**src/rtl/fem_sample_packer.sv**
```systemverilog
`default_nettype none
// ============================================================================
//  Module      : fem_sample_packer
//  Description : Packs quantised GNSS front-end I/Q samples into 32-bit words
//                (1, 2 or 4 bits per sample) and delivers them through a
//                small first-word-fall-through FIFO with valid/ready.
//                Supports a per-capture word limit and counts dropped words.
//  Revision    : 1.0  initial release
// ============================================================================
module fem_sample_packer #(
   parameter int FIFO_DEPTH = 4,
   parameter int CNT_W      = 30
) (
   input  logic             clk,
   input  logic             rst,
   input  logic             start,
   input  logic [1:0]       mode,
   input  logic [CNT_W-1:0] word_limit,
   input  logic             smp_valid,
   input  logic [1:0]       smp_i,
   input  logic [1:0]       smp_q,
   output logic [31:0]      word_data,
   output logic             word_valid,
   input  logic             word_ready,
   output logic             busy,
   output logic             done,
   output logic             overflow,
   output logic [15:0]      drop_count
);

   localparam int c_PTR_W  = (FIFO_DEPTH > 1) ? $clog2(FIFO_DEPTH) : 1;
   localparam int c_FCNT_W = c_PTR_W + 1;
   localparam logic [c_FCNT_W-1:0] c_FULL  = c_FCNT_W'(FIFO_DEPTH);
   localparam logic [c_PTR_W-1:0]  c_P_ONE = c_PTR_W'(1);
   localparam logic [CNT_W-1:0]    c_W_ONE = CNT_W'(1);

   typedef enum logic [1:0] {
      S_IDLE    = 2'd0,
      S_CAPTURE = 2'd1,
      S_DRAIN   = 2'd2,
      S_DONE    = 2'd3
   } state_t;

   // Control state
   state_t             r_state;
   logic               r_busy;
   logic               r_done;
   logic [1:0]         r_mode;
   logic [CNT_W-1:0]   r_limit;
   logic [CNT_W-1:0]   r_word_cnt;
   logic               r_overflow;
   logic [15:0]        r_drop_cnt;

   // Packing datapath
   logic [4:0]         r_smp_cnt;
   logic [31:0]        r_acc;

   // FIFO storage
   logic [31:0]        r_mem [FIFO_DEPTH];
   logic [c_PTR_W-1:0] r_wr_ptr;
   logic [c_PTR_W-1:0] r_rd_ptr;
   logic [c_FCNT_W-1:0] r_fcnt;

   // Combinational helpers
   logic [31:0]        w_acc_next;
   logic [4:0]         w_last_idx;
   logic               w_smp_take;
   logic               w_word_done;
   logic               w_fifo_valid;
   logic               w_empty;
   logic               w_full;
   logic               w_pop;
   logic               w_push;
   logic               w_drop;
   logic [CNT_W-1:0]   w_word_cnt_inc;

   // New samples enter at the top and shift down, so after a full word the
   // first sample of that word sits in the least significant field.
   always_comb begin
      w_acc_next = r_acc;
      w_last_idx = 5'd31;
      case (r_mode)
         2'd1: begin
            w_acc_next = {smp_i, r_acc[31:2]};
            w_last_idx = 5'd15;
         end
         2'd2: begin
            w_acc_next = {smp_q, smp_i, r_acc[31:4]};
            w_last_idx = 5'd7;
         end
         default: begin
            w_acc_next = {smp_i[1], r_acc[31:1]};
            w_last_idx = 5'd31;
         end
      endcase
   end

   assign w_smp_take     = (r_state == S_CAPTURE) && smp_valid;
   assign w_word_done    = w_smp_take && (r_smp_cnt == w_last_idx);
   assign w_empty        = (r_fcnt == '0);
   assign w_full         = (r_fcnt == c_FULL);
   assign w_fifo_valid   = !w_empty;
   assign w_pop          = w_fifo_valid && word_ready;
   // A simultaneous pop frees a slot, so a full FIFO can still accept.
   assign w_push         = w_word_done && (!w_full || w_pop);
   assign w_drop         = w_word_done && !w_push;
   assign w_word_cnt_inc = r_word_cnt + c_W_ONE;

   // Capture control FSM with registered busy/done and overflow accounting
   always_ff @(posedge clk or posedge rst) begin
      if (rst) begin
         r_state    <= S_IDLE;
         r_busy     <= 1'b0;
         r_done     <= 1'b0;
         r_mode     <= 2'd0;
         r_limit    <= '0;
         r_word_cnt <= '0;
         r_overflow <= 1'b0;
         r_drop_cnt <= '0;
      end else begin
         r_done <= 1'b0;
         case (r_state)
            S_IDLE: begin
               if (start) begin
                  r_mode     <= (mode == 2'd3) ? 2'd0 : mode;
                  r_limit    <= word_limit;
                  r_word_cnt <= '0;
                  r_overflow <= 1'b0;
                  r_drop_cnt <= '0;
                  if (word_limit == '0) begin
                     r_state <= S_DONE;
                     r_done  <= 1'b1;
                  end else begin
                     r_state <= S_CAPTURE;
                     r_busy  <= 1'b1;
                  end
               end
            end
            S_CAPTURE: begin
               if (w_word_done) begin
                  // Dropped words still count toward the limit.
                  r_word_cnt <= w_word_cnt_inc;
                  if (w_drop) begin
                     r_overflow <= 1'b1;
                     if (r_drop_cnt != 16'hFFFF) begin
                        r_drop_cnt <= r_drop_cnt + 16'd1;
                     end
                  end
                  if (w_word_cnt_inc == r_limit) begin
                     r_state <= S_DRAIN;
                  end
               end
            end
            S_DRAIN: begin
               if (w_empty) begin
                  r_state <= S_DONE;
                  r_done  <= 1'b1;
                  r_busy  <= 1'b0;
               end
            end
            S_DONE: begin
               r_state <= S_IDLE;
            end
            default: begin
               r_state <= S_IDLE;
               r_busy  <= 1'b0;
            end
         endcase
      end
   end

   // Sample position counter and shift accumulator; a new capture restarts
   // the word so no partial word survives across captures.
   always_ff @(posedge clk or posedge rst) begin
      if (rst) begin
         r_smp_cnt <= '0;
         r_acc     <= '0;
      end else begin
         if ((r_state == S_IDLE) && start) begin
            r_smp_cnt <= '0;
         end else if (w_smp_take) begin
            r_acc     <= w_acc_next;
            r_smp_cnt <= w_word_done ? 5'd0 : (r_smp_cnt + 5'd1);
         end
      end
   end

   // FIFO pointers and occupancy
   always_ff @(posedge clk or posedge rst) begin
      if (rst) begin
         r_wr_ptr <= '0;
         r_rd_ptr <= '0;
         r_fcnt   <= '0;
      end else begin
         if (w_push) begin
            r_wr_ptr <= r_wr_ptr + c_P_ONE;
         end
         if (w_pop) begin
            r_rd_ptr <= r_rd_ptr + c_P_ONE;
         end
         case ({w_push, w_pop})
            2'b10:   r_fcnt <= r_fcnt + c_FCNT_W'(1);
            2'b01:   r_fcnt <= r_fcnt - c_FCNT_W'(1);
            default: r_fcnt <= r_fcnt;
         endcase
      end
   end

   // FIFO storage; contents only matter where the occupancy says so
   always_ff @(posedge clk) begin
      if (w_push) begin
         r_mem[r_wr_ptr] <= w_acc_next;
      end
   end

   assign word_valid = w_fifo_valid;
   assign word_data  = w_fifo_valid ? r_mem[r_rd_ptr] : 32'h0;
   assign busy       = r_busy;
   assign done       = r_done;
   assign overflow   = r_overflow;
   assign drop_count = r_drop_cnt;

endmodule
`default_nettype wire
```
**config.mk**
```make
export PLATFORM = sky130hd
export DESIGN_NAME = fem_sample_packer
export DESIGN_NICKNAME = d
export VERILOG_FILES = /design/src/rtl/fem_sample_packer.sv
export SDC_FILE = /design/constraint.sdc
export NUM_CORES = 1
export LEC_CHECK = 0
export CAP_MARGIN = 20
export CORE_MARGIN = 2
export CORE_UTILIZATION = 47
export CTS_CLUSTER_DIAMETER = 60
export DETAILED_ROUTE_END_ITERATION = 6
export HOLD_SLACK_MARGIN = 0.15
export PLACE_DENSITY = 0.66
export SLEW_MARGIN = 20
export SYNTH_ARGS = -nofsm -noshare
export SYNTH_HDL_FRONTEND = slang
export SYNTH_SLANG_ARGS = --single-unit
export TNS_END_PERCENT = 10
```
**constraint.sdc**
```tcl
create_clock -name clk -period 5.3 [get_ports clk]
set_clock_uncertainty 0.1 [all_clocks]
set_input_delay 0.795 -clock clk [delete_from_list [all_inputs] [get_ports clk]]
set_output_delay 0.795 -clock clk [all_outputs]
set_load 0.03 [all_outputs]
```
==> results.toml <==
[yosys]
count_of_flip_flops_with_a_built_in_enable_after_synthesis = 128
yosys_most_used_dff = "edfxtp_1"
avgSynthCellArea_um2 = 12.6
netlist.area_leader.share = 0.314
ys_ff_latch = 254
postSynthCellCount = 972
async_flop_share = 0.496
synth_nets = 1028
synth_cell_type_count = 61
synth_area_um2 = 12200
synth.yosys.warnings = 0
proportion_of_synthesized_chip_area_in_sequential_cells = 0.572
ys_top_cells_by_area = "edfxtp_1, dfrtp_1, mux4_2, mux2_2, o21ai_0"
netlist.top_cell.by_area = "edfxtp_1"
synth_most_common_cell = "edfxtp_1"
netlist_top_cells_count = "edfxtp_1, dfrtp_1, nand2_1"

[setup_path]
cp_slowest_stage_delay_ns = 1.03
worst-endpoint-required_ns = 4.41
cpLargestDelayFamily = "flip-flops"
worst_setup_path_end_kind = "output pin"
cp_max_fanout = 28
arrival_ns = 3.20
slowest_stage = "dfrtp_2"
worstPathBufferInverterCount = 2
critical_path.cell_chain = "buf_4, mux4_2, and2_1, clkdlybuf4s50_1"
reg2reg_from = "r_word_cnt[4]"
critical_path.startpoint_type = "register"
worstSetupPathType = "register to output pin"
crit_start = "r_rd_ptr[0]"

[finish]
layout.nets = 1105
drive_above_1_share = 0.153
fill_cells = 2129
post_route_cell_area_um2 = 14300
area_growth_pct = 16.9
area_of_combinational_cells_with_multiple_inputs_um2 = 4890
layout.area.seq_um2 = 7000

[floorplan]
rows = 59
fp.dieArea_um2 = 27300
core_box_area_um2 = 25800
die_h_um = 165
initial_core_util = 0.474
die_w_um = 165
boundaryPins = 93

[cts]
cts_root_buf = "clkbuf_16"
cts_post_setup_buffers_inserted = 0
cts_hold_repair.buffers = 0
htreeDepth = 1
postCtsResizedCells = 0
worst_skew_pair.late_latency_ns = 0.54
cts_tree = "done"
cts_inserted_buffers = 27
clkSinkCount = 254
cts.clk_slew.worst_paths_ns = 0.06
max-clock-path-buffers = 3

[global_routing]
number_of_global_route_vias_before_repair = 7513
global_route.overflow_total = 0
grt_max_degree = 67
globalRouteTotalUtil = 0.191
grt_antenna_before_repair = 1
first_pass_grt_wire_length_um = 40600

[power_and_ir_drop]
power.static_leakage_nw = 5.56
vdd_drop_max_mv = 0.306
pwr_density_cell_nw_per_um2 = 413

[routing]
drt_drc_violations_left = 0
detailroute.via_count = 7888
antenna_violating_nets_post_route = 0
postRouteWirelength_um = 25300
wl_per_cell_um = 18.0
drt-pass1-iter-count = 5
post_drt_via_cell_ratio = 5.61
detail_route.iter0.violations = 571

[min_path]
worstHoldPathType = "register to register"
timing.hold.worst.start = "r_fcnt[2]"

[placement]
dpl_worst_slack_ns = 1.42
place_congestion = 0.840
dp_hpwl_um = 16400
io_buf_count = 92
detailed_place.area_um2 = 13400

[flow_run]
max_cap_viol_count = 0

[timing]
rsz0062_at_grt = "no"
fin_hold_viols = 0
worst_pin_slew_ns = 1.01
total_negative_setup_slack_ns = 0
post-route-period-util = 0.772
final-setup-viol-count = 0
fmax_mhz = 244
finalWorstSetupSlack_ns = 1.21
max-slew-margin-rel = 0.324
finalMaxSlewViolations = 0
min_clock_period_post_route_ns = 4.09

[run_status]
outcome = "finished clean"
==> worst paths after layout <==
path / endpoint / slack, ns / depth (start not counted)
min in group asynchronous: drop_count[12] / 0.66 / 2
max reg2reg: r_state[0] / 1.42 / 9
max in group asynchronous: r_limit[5] / 3.59 / 3
max: word_data[11] / 1.21 / 4
min reg2reg: r_fcnt[2] / 0.39 / 1
min: r_fcnt[2] / 0.39 / 1
==> sequential cells by signal (all words and copies together), names as in the netlist <==
name        count
r_limit        30
r_wr_ptr        2
busy            1
r_state         2
drop_count     16
r_rd_ptr        2
r_mode          2
overflow        1
done            1
r_fcnt          3
r_acc          31
r_word_cnt     30
r_mem         128
r_smp_cnt       5
==> metal layers <==
| layer | share of wire | GRT usage |
|---|---|---|
| met2 | 0.49 | 0.323 |
| met5 | 0 | 0 |
| met3 | 0.049 | 0.0247 |
| met4 | 0.031 | 0.0652 |
| met1 | 0.43 | 0.255 |
==> placed cells by master, fill, tap and decap left out, types with 9 or more instances in the layout <==
| master | count |
|---|---|
| a21o_1 | 9 |
| a21oi_1 | 10 |
| a22o_1 | 21 |
| a22oi_1 | 32 |
| and2_1 | 40 |
| buf_4 | 13 |
| clkbuf_16 | 27 |
| clkdlybuf4s50_1 | 92 |
| dfrtp_1 | 124 |
| edfxtp_1 | 128 |
| ha_1 | 14 |
| inv_1 | 22 |
| mux2_2 | 62 |
| mux2i_1 | 10 |
| mux4_2 | 32 |
| nand2_1 | 90 |
| nand3_1 | 20 |
| nand4_1 | 18 |
| nor2_1 | 37 |
| nor3_1 | 19 |
| nor4_1 | 9 |
| o21ai_0 | 72 |
| o31ai_1 | 9 |
| xnor2_1 | 30 |
| xor2_1 | 31 |
==> cell type report <==
cell class              count  area share
diodes                      1    0.000175
clock buffers              35      0.0515
clock inverters            15     0.00770
inverters                  23     0.00621
multi-input cells         636       0.342
flip-flops and latches    254       0.490
well taps                 335      0.0293
repair buffers            107      0.0737
==> cells by family (layout without fill, tap and decap cells) <==
group,Yosys count,after routing,synth area share
muxes,104,104,0.124
DFF,254,254,0.572
buffers and inverters,82,180,0.0281
AOI/OAI and AO/OA,174,174,0.0935
other,0,1,0
xor gates and xnor gates,61,61,0.0437
and+or+nand+nor,282,282,0.122
adders and majority gates,15,15,0.0160
==> through the flow <==
stage	total power, W	hold slack [ns]	std cells	util
2_1_floorplan	0.00357	0.356	972	-
3_3_place_gp	0.00415	0.371	1354	0.521
3_5_place_dp	0.00417	0.374	1354	0.521
4_1_cts	0.00597	0.388	1404	0.554
5_1_grt	0.00620	0.420	1405	0.555
6_report	0.00591	0.388	1406	0.555
==> report_power, final <==
part / total (W) / internal, W / switching, W / leakage, nW
Sequential: 0.00257 / 0.00231 / 0.000254 / 2.79
Combinational: 0.00155 / 0.000767 / 0.000788 / 2.35
Clock: 0.00179 / 0.00103 / 0.000756 / 0.417
(Power assumes the default switching activity.)
